$ cat src/rtl/da_pkg.sv
// da_pkg: shared FSM state type and width helpers for the distributed-arithmetic inner-product engine.
package da_pkg;

    typedef enum logic [1:0] {IDLE, RUN, DONE} state_t;

    function automatic int lut_w(input int cw, input int k);
        return cw + $clog2(k);
    endfunction

    function automatic int res_w(input int w, input int cw, input int k);
        return w + cw + $clog2(k);
    endfunction

endpackage

$ cat src/rtl/da_lut.sv
// da_lut: combinational sum of the coefficients selected by a K-bit mask.
// DA_SIGNED_EN: coefficients are sign-extended before summing.
module da_lut
    import da_pkg::*;
#(
    parameter int K  = 4,
    parameter int CW = 8
) (
    input  logic [K*CW-1:0]          coef,
    input  logic [K-1:0]             mask,
    output logic [lut_w(CW, K)-1:0]  lut
);

    localparam int LW = lut_w(CW, K);
`ifdef DA_SIGNED_EN
    localparam bit SGN = 1'b1;
`else
    localparam bit SGN = 1'b0;
`endif

    always_comb begin
        lut = '0;
        for (int k = 0; k < K; k++)
            if (mask[k])
                lut = lut + {{(LW-CW){SGN & coef[k*CW+CW-1]}}, coef[k*CW +: CW]};
    end

endmodule

$ cat src/rtl/da_inner_product.sv
// da_inner_product: bit-serial DA engine, y = sum c_k*x_k over K channels in W cycles, MSB first.
// DA_SIGNED_EN: two's-complement samples/coefficients, MSB cycle subtracts.
module da_inner_product
    import da_pkg::*;
#(
    parameter  int W  = 8,
    parameter  int K  = 4,
    parameter  int CW = 8,
    localparam int OW = res_w(W, CW, K)
) (
    input  logic                 clk,
    input  logic                 rst_n,
    input  logic                 coef_we,
    input  logic [$clog2(K)-1:0] coef_addr,
    input  logic [CW-1:0]        coef_data,
    input  logic                 in_valid,
    output logic                 in_ready,
    input  logic [K*W-1:0]       x_in,
    output logic                 out_valid,
    input  logic                 out_ready,
    output logic [OW-1:0]        y_out,
    output logic                 busy
);

    localparam int LW  = lut_w(CW, K);
    localparam int CNW = $clog2(W);
`ifdef DA_SIGNED_EN
    localparam bit SGN = 1'b1;
`else
    localparam bit SGN = 1'b0;
`endif

    state_t          state_q, state_d;
    logic [CNW-1:0]  cnt_q, cnt_d;
    logic [K*W-1:0]  x_q, x_d;
    logic [OW-1:0]   acc_q, acc_d, y_q, y_d;
    logic [K*CW-1:0] coef_q, coef_d;
    logic            in_ready_q, in_ready_d, out_valid_q, out_valid_d, busy_q, busy_d;
    logic [K-1:0]    mask;
    logic [LW-1:0]   lut;
    logic [OW-1:0]   lut_ext, sum;

    always_comb begin
        mask = '0;
        for (int k = 0; k < K; k++)
            mask[k] = x_q[k*W + int'(cnt_q)];
    end

    da_lut #(.K(K), .CW(CW)) u_lut (.coef(coef_q), .mask(mask), .lut(lut));

    always_comb begin
        lut_ext = {{(OW-LW){SGN & lut[LW-1]}}, lut};
        // In signed mode the MSB carries negative weight, so its cycle starts the sum by subtracting.
        sum = (SGN && cnt_q == CNW'(W-1)) ? '0 - lut_ext : (acc_q << 1) + lut_ext;
        state_d = state_q;
        cnt_d   = cnt_q;
        x_d     = x_q;
        acc_d   = acc_q;
        y_d     = y_q;
        coef_d  = coef_q;
        if (coef_we && state_q != RUN && int'(coef_addr) < K)
            coef_d[int'(coef_addr)*CW +: CW] = coef_data;
        case (state_q)
            IDLE: if (in_valid && in_ready_q) begin
                x_d     = x_in;
                cnt_d   = CNW'(W-1);
                acc_d   = '0;
                state_d = RUN;
            end
            RUN: begin
                acc_d = sum;
                cnt_d = cnt_q - CNW'(1);
                if (cnt_q == '0) begin
                    y_d     = sum;
                    state_d = DONE;
                end
            end
            DONE: if (out_ready) state_d = IDLE;
            default: state_d = IDLE;
        endcase
        in_ready_d  = state_d == IDLE;
        out_valid_d = state_d == DONE;
        busy_d      = state_d == RUN;
    end

    always_ff @(posedge clk or negedge rst_n) begin
        if (!rst_n) begin
            state_q     <= IDLE;
            cnt_q       <= '0;
            x_q         <= '0;
            acc_q       <= '0;
            y_q         <= '0;
            coef_q      <= '0;
            in_ready_q  <= 1'b0;
            out_valid_q <= 1'b0;
            busy_q      <= 1'b0;
        end else begin
            state_q     <= state_d;
            cnt_q       <= cnt_d;
            x_q         <= x_d;
            acc_q       <= acc_d;
            y_q         <= y_d;
            coef_q      <= coef_d;
            in_ready_q  <= in_ready_d;
            out_valid_q <= out_valid_d;
            busy_q      <= busy_d;
        end
    end

    assign in_ready  = in_ready_q;
    assign out_valid = out_valid_q;
    assign busy      = busy_q;
    assign y_out     = y_q;

endmodule

$ cat config.mk
export PLATFORM = sky130hd
export DESIGN_NAME = da_inner_product
export DESIGN_NICKNAME = d
export VERILOG_FILES = /design/src/rtl/da_pkg.sv /design/src/rtl/da_lut.sv /design/src/rtl/da_inner_product.sv
export SDC_FILE = /design/constraint.sdc
export NUM_CORES = 1
export LEC_CHECK = 0
export ABC_AREA = 1
export BUFFER_PORTS_ARGS = -buffer_cell sky130_fd_sc_hd__buf_4
export CAP_MARGIN = 5
export CORE_ASPECT_RATIO = 2
export CORE_UTILIZATION = 53
export CTS_CLUSTER_SIZE = 14
export DETAILED_ROUTE_END_ITERATION = 6
export HOLD_SLACK_MARGIN = 0.03
export MAX_ROUTING_LAYER = met4
export PLACE_DENSITY = 0.73
export SLEW_MARGIN = 10
export SYNTH_ARGS = -nofsm -noshare
export SYNTH_HDL_FRONTEND = slang
export SYNTH_HIERARCHICAL = 1
export SYNTH_SLANG_ARGS = --single-unit
$ cat constraint.sdc
create_clock -name clk -period 15.2 [get_ports clk]
set_input_delay 3.04 -clock clk [delete_from_list [all_inputs] [get_ports clk]]
set_output_delay 3.04 -clock clk [all_outputs]
set_load 0.05 [all_outputs]
==> impl_metrics.py, run 1 <==
metrics = {
    "critical_path": {
        "critPathKind": "flip-flop to flip-flop",
        "start_kind": "flip-flop",
        "cp_top_family": "simple AND/OR/NAND/NOR gates",
        "critical_path_arrival_ns": 6.80,
        "critPathBufInv": 7,
        "endpoint_kind": "flip-flop",
        "crit_top_cell": "nand2_1",
        "crit_path_max_fanout": 19,
        "cp_slowest_cell": "dfrtp_1",
        "cp_slowest_stage_delay_ns": 0.57,
        "crit_required_ns": 15.45,
    },
    "floorplanning": {
        "die-area_um2": 13400,
        "die_w_um": 82.5,
        "die_h_um": 163,
        "ios": 68,
        "rows": 58,
        "coreArea_um2": 12600,
        "start_util": 0.543,
    },
    "sta": {
        "slew-limit-headroom": 0.275,
        "tightest_slew_ns": 1.08,
        "post-route-period-util": 0.431,
        "hold_viol": 0,
        "drv_slew": 0,
        "hold_ws_ns": 0.473,
        "tns_ns": 0,
        "fin_skew_ns": 0.00776,
        "max_freq_ghz": 0.153,
        "rsz0062_at_grt": "no",
        "fin_crit_ns": 6.55,
        "finalSetupViolations": 0,
    },
    "final_layout": {
        "fillers": 1234,
        "fin_nets": 1063,
        "num_antenna_cells": 0,
        "area_delta_synth_final_pct": 12.6,
        "final_common_cell": "nand2_1",
        "design_area_um2": 7730,
        "final_cell_count_no_fill": 1127,
        "layout_common_cells": "nand2_1 (357), dfrtp_1 (107), inv_1 (79)",
        "drive_above_1_share": 0.136,
    },
    "grt": {
        "met1_usage": 0.281,
        "antenna_found_initial": 0,
        "grt_use_met2": 0.545,
        "grt_busiest_layer": "met2",
        "use_met3": 0.0459,
        "grt_overflow_total": 0,
        "grt_pass1_wl_um": 29100,
        "gr-usage-all-layers": 0.299,
        "grt_max_degree": 61,
        "grt_pass1_vias": 6182,
    },
    "yosys": {
        "ys_types": 44,
        "synth_edf_count": 0,
        "async_flop_share": 1.00,
        "synth_seq_cells": 107,
        "synth_nets": 1007,
        "yosysTopAreaCellShare": 0.390,
        "ys_seq_area_frac": 0.390,
        "synth_area_leader_cell": "dfrtp_1",
        "ys_warn_count": 6,
        "syn_area_um2": 6860,
        "avgSynthCellArea_um2": 7.48,
        "synth_top_cells_by_area": "dfrtp_1 (39%), nand2_1 (20%), ha_1 (7.1%)",
        "synth-main-ff-cell": "dfrtp_1",
        "synth_cells": 917,
    },
    "cts": {
        "cts.path.max_buffers": 2,
        "clk_pin_slew_worst_paths_ns": 0.08,
        "ctsResizeCount": 0,
        "h-tree-depth": 3,
        "cts_buffers": 9,
        "root_buffer": "clkbuf_16",
        "hold_buffers": 0,
        "tritoncts": "yes",
        "cts.sinks": 107,
        "worstSkewPairLatency_ns": 0.35,
        "post_cts_buffers": 0,
    },
    "detailed_routing": {
        "via_count": 6129,
        "route.detailed.drc": 0,
        "viasPerCell": 5.44,
        "firstDrtPassIters": 5,
        "drt_wl_total_um": 17700,
        "wl_per_cell_um": 15.7,
        "drt_first_iter_violations": 282,
        "drtAntennaViolNets": 0,
    },
    "run_status": {
        "status": "finished clean",
    },
    "power": {
        "switchingPower_w": 0.000777,
        "pwr_density_cell_nw_per_um2": 204,
        "power.internal_w": 0.000796,
        "p_seq_frac": 0.303,
        "ir_drop_mv": 0.122,
        "power.share.clock": 0.156,
        "p_comb_frac": 0.541,
        "swShare": 0.494,
        "cellLeakagePower_nw": 4.26,
    },
    "placement": {
        "io_buffer_count": 67,
        "dpl_cell_area_um2": 7410,
        "gp_congestion": 0.995,
        "dp.cells": 1112,
        "hpwl_um": 13900,
    },
    "run": {
        "drv_cap": 0,
    },
    "min_path": {
        "hold_path_class": "flip-flop to flip-flop",
    },
}
[cell families (layout without fill, tap and decap cells)]
kind of cell / Yosys count / in the layout / share of synthesized area
adder cells (fa/ha/maj): 43 / 43 / 0.0828
XOR/XNOR: 17 / 17 / 0.0217
flip-flops: 107 / 107 / 0.390
AND/OR/NAND/NOR: 515 / 515 / 0.333
AO/OA/AOI/OAI: 122 / 122 / 0.101
buffers and inverters: 113 / 173 / 0.0717
[area by class of cell]
class                      instances  area, um^2  share of cell area
clock buffer                       9         225              0.0291
timing repair buffer              69         518              0.0670
inverter                          89         339              0.0439
multi-input combinational        697        3690               0.478
sequential                       107        2680               0.347
clock inverter                     6        86.3              0.0112
tap                              150         188              0.0243
[power by group through the flow]
stage | Clock (W) | Combinational (W) | Sequential [W]
floorplan | 0 | 0.000584 | 0.000534
finish | 0.000245 | 0.000851 | 0.000476
CTS | 0.000251 | 0.000854 | 0.000477
detailed placement | 0 | 0.000852 | 0.000480
global route | 0.000260 | 0.000956 | 0.000492
global placement | 0 | 0.000837 | 0.000480
[synthesized netlist by cell type, drive strengths merged, types with 3 or more instances]
library cell,number
nand2,365
dfrtp,107
inv,88
o21ai,77
nand3,69
nor2,45
ha,39
a21oi,23
nand4,23
buf,21
xor2,11
o22ai,9
xnor2,6
fa,4
nand3b,4
nor3,4
o21bai,4
clkbuf,3
or2,3
[worst min-delay path: stages (launching register included)]
cell	delay, ns
dfrtp_1	0.35
nand2_1	0.05
nand2_1	0.04
[worst paths after layout]
path | start | to | slack [ns] | cells after the start
setup / recovery | cnt_q[0] | acc_q[13] | 8.65 | 39
hold / removal | x_q[6] | x_q[6] | 0.47 | 2
setup reg to reg | cnt_q[0] | acc_q[13] | 8.65 | 39
hold reg to reg | x_q[6] | x_q[6] | 0.47 | 2
max in group asynchronous | rst_n | cnt_q[0] | 11.34 | 2
min in group asynchronous | rst_n | coef_q[29] | 2.69 | 1
[per-stage QoR]
step / worst slack (ns) / util / total power (W)
3_5_place_dp: 8.70 / 0.587 / 0.00133
5_1_grt: 7.91 / 0.612 / 0.00171
2_1_floorplan: 9.82 / - / 0.00112
4_1_cts: 8.69 / 0.612 / 0.00158
6_report: 8.65 / 0.612 / 0.00157
3_3_place_gp: 8.77 / 0.587 / 0.00132
[state kept, by name (all words and copies together), names as in the netlist]
| register | cells |
|---|---|
| coef_q | 32 |
| x_q | 32 |
| y_out | 18 |
| acc_q | 17 |
| cnt_q | 3 |
| state_q | 2 |
| busy | 1 |
| in_ready | 1 |
| out_valid | 1 |
[per-layer routing]
layer | vias to the layer above | wire length [um]
met3 | 64 | 510
met5 | - | 0
met4 | 0 | 1050
li1 | 3076 | -
met1 | 2846 | 6080
met2 | 143 | 10100
Power figures use the tool's default switching activity.
==> inputs of run 2 (changes only) <==
==> constraint.sdc (replaced) <==
create_clock -name clk -period 6.43 [get_ports clk]
set_input_delay 1.286 -clock clk [delete_from_list [all_inputs] [get_ports clk]]
set_output_delay 1.286 -clock clk [all_outputs]
set_load 0.05 [all_outputs]
==> run 2 against run 1 <==
Largest cell class unchanged; routed wire length is 2.0% lower; register-to-register slack got worse by 8.0 ns; critical path depth is 1 higher; clock skew grew 0.0023 ns; via count increased by 0.55%; highest routed layer unchanged; non-clock buffer count is 6 higher; sequential share of layout area is 0.12 points lower; worst setup slack got worse by 8.0 ns; core utilization is 0.25 points higher; critical endpoint is now y_out[15]; die area stayed put; worst hold slack better by 0.0020 ns; first-iteration DRC count increased by 56%.
==> impl_metrics.py, run 2 (synthesized netlist as in run 1, its figures left out) <==
metrics = {
    "detailed_routing": {
        "drtAntennaViolNets": 0,
        "drt_first_iter_violations": 439,
        "route.detailed.drc": 0,
        "firstDrtPassIters": 5,
        "viasPerCell": 5.43,
        "drt_wl_total_um": 17300,
        "wl_per_cell_um": 15.3,
        "via_count": 6163,
    },
    "critical_path": {
        "cp_slowest_cell": "dfrtp_2",
        "cp_top_family": "simple AND/OR/NAND/NOR gates",
        "start_kind": "flip-flop",
        "crit_top_cell": "nand2_1",
        "cp_slowest_stage_delay_ns": 0.45,
        "endpoint_kind": "flip-flop",
        "critPathBufInv": 7,
        "critPathKind": "flip-flop to flip-flop",
        "crit_required_ns": 6.68,
        "crit_path_max_fanout": 10,
        "critical_path_arrival_ns": 6.04,
    },
    "sta": {
        "finalSetupViolations": 0,
        "post-route-period-util": 0.901,
        "tightest_slew_ns": 0.760,
        "tns_ns": 0,
        "fin_skew_ns": 0.0101,
        "max_freq_ghz": 0.173,
        "hold_ws_ns": 0.475,
        "hold_viol": 0,
        "slew-limit-headroom": 0.493,
        "drv_slew": 0,
        "rsz0062_at_grt": "no",
        "fin_crit_ns": 5.79,
    },
    "final_layout": {
        "area_delta_synth_final_pct": 13.1,
        "num_antenna_cells": 0,
        "final_common_cell": "nand2_1",
        "fin_nets": 1069,
        "layout_common_cells": "nand2_1 (357), dfrtp_1 (106), inv_1 (79)",
        "drive_above_1_share": 0.144,
        "final_util": 0.614,
        "design_area_um2": 7760,
    },
    "floorplanning": {
        "die_h_um": 163,
        "die_w_um": 82.5,
        "ios": 68,
        "rows": 58,
        "coreArea_um2": 12600,
        "die-area_um2": 13400,
        "start_util": 0.543,
    },
    "power": {
        "p_comb_frac": 0.551,
        "p_seq_frac": 0.302,
        "p_total_w": 0.00370,
        "switchingPower_w": 0.00184,
        "swShare": 0.495,
        "pwr_density_cell_nw_per_um2": 477,
        "ir_drop_mv": 0.325,
        "cellLeakagePower_nw": 4.28,
        "power.internal_w": 0.00187,
        "power.share.clock": 0.147,
    },
    "cts": {
        "cts.sinks": 107,
        "tritoncts": "yes",
        "clk_pin_slew_worst_paths_ns": 0.08,
        "worstSkewPairLatency_ns": 0.36,
        "cts_buffers": 9,
        "h-tree-depth": 3,
        "cts.path.max_buffers": 2,
        "root_buffer": "clkbuf_16",
    },
    "run": {
        "drv_cap": 0,
    },
    "grt": {
        "grt_pass1_vias": 6145,
        "antenna_found_initial": 0,
        "gr-usage-all-layers": 0.292,
        "grt_max_degree": 61,
        "grt_overflow_total": 0,
        "grt_pass1_wl_um": 28500,
    },
    "placement": {
        "gp_congestion": 1.01,
        "hpwl_um": 13500,
        "io_buffer_count": 67,
        "dpl_cell_area_um2": 7450,
    },
    "run_status": {
        "status": "finished clean",
    },
    "min_path": {
        "hold_path_class": "flip-flop to flip-flop",
    },
}
==> run 2: timing repair <==
action,4_1_cts,5_1_grt
resized for setup,0,3
hold buffers,0,0
endpoints found under the setup margin,0,11
buffers inserted,0,1
==> run 2: worst min-delay path: cells and delay by family (launching register included) <==
| family | cells | cell delay, ns |
|---|---|---|
| flops | 1 | 0.34 |
| simple gates | 2 | 0.10 |
==> run 2: final timing paths <==
check	from	endpoint	slack [ns]	cells past startpoint
worst max-delay path	cnt_q[0]	y_out[15]	0.64	40
min in group asynchronous	rst_n	coef_q[30]	0.94	1
worst min-delay path	x_q[17]	x_q[17]	0.47	2
worst min register to register	x_q[17]	x_q[17]	0.47	2
max in group asynchronous	rst_n	cnt_q[0]	4.25	2
worst max register to register	cnt_q[0]	y_out[15]	0.64	40
==> run 2: stage by stage <==
step	setup slack, ns	cells
after CTS	0.528	1133
after global routing	0.0124	1134
after detailed placement	0.565	1117
after floorplan	1.05	917
final	0.640	1134
after global placement	0.619	1117
==> run 2: power groups by stage <==
stage          sequential (W)  clock (W)  combinational (W)
2_1_floorplan         0.00126          0            0.00138
3_3_place_gp          0.00112          0            0.00200
3_5_place_dp          0.00112          0            0.00203
4_1_cts               0.00112   0.000552            0.00204
5_1_grt               0.00115   0.000581            0.00230
6_report              0.00112   0.000545            0.00204
==> run 2: metal layers <==
metal | share of wire | global-route usage
met3 | 0.025 | 0.0398
met2 | 0.55 | 0.516
met1 | 0.36 | 0.282
met4 | 0.065 | 0.195
met5 | 0 | -
==> run 2: area by class of cell <==
type / instances / area, um^2
fillers: 1209 / 4870
well taps: 150 / 188
inverters: 89 / 339
clock buffers: 10 / 229
clock inverters: 6 / 61.3
multi-input cells: 697 / 3700
flip-flops and latches: 107 / 2680
repair buffers: 75 / 563
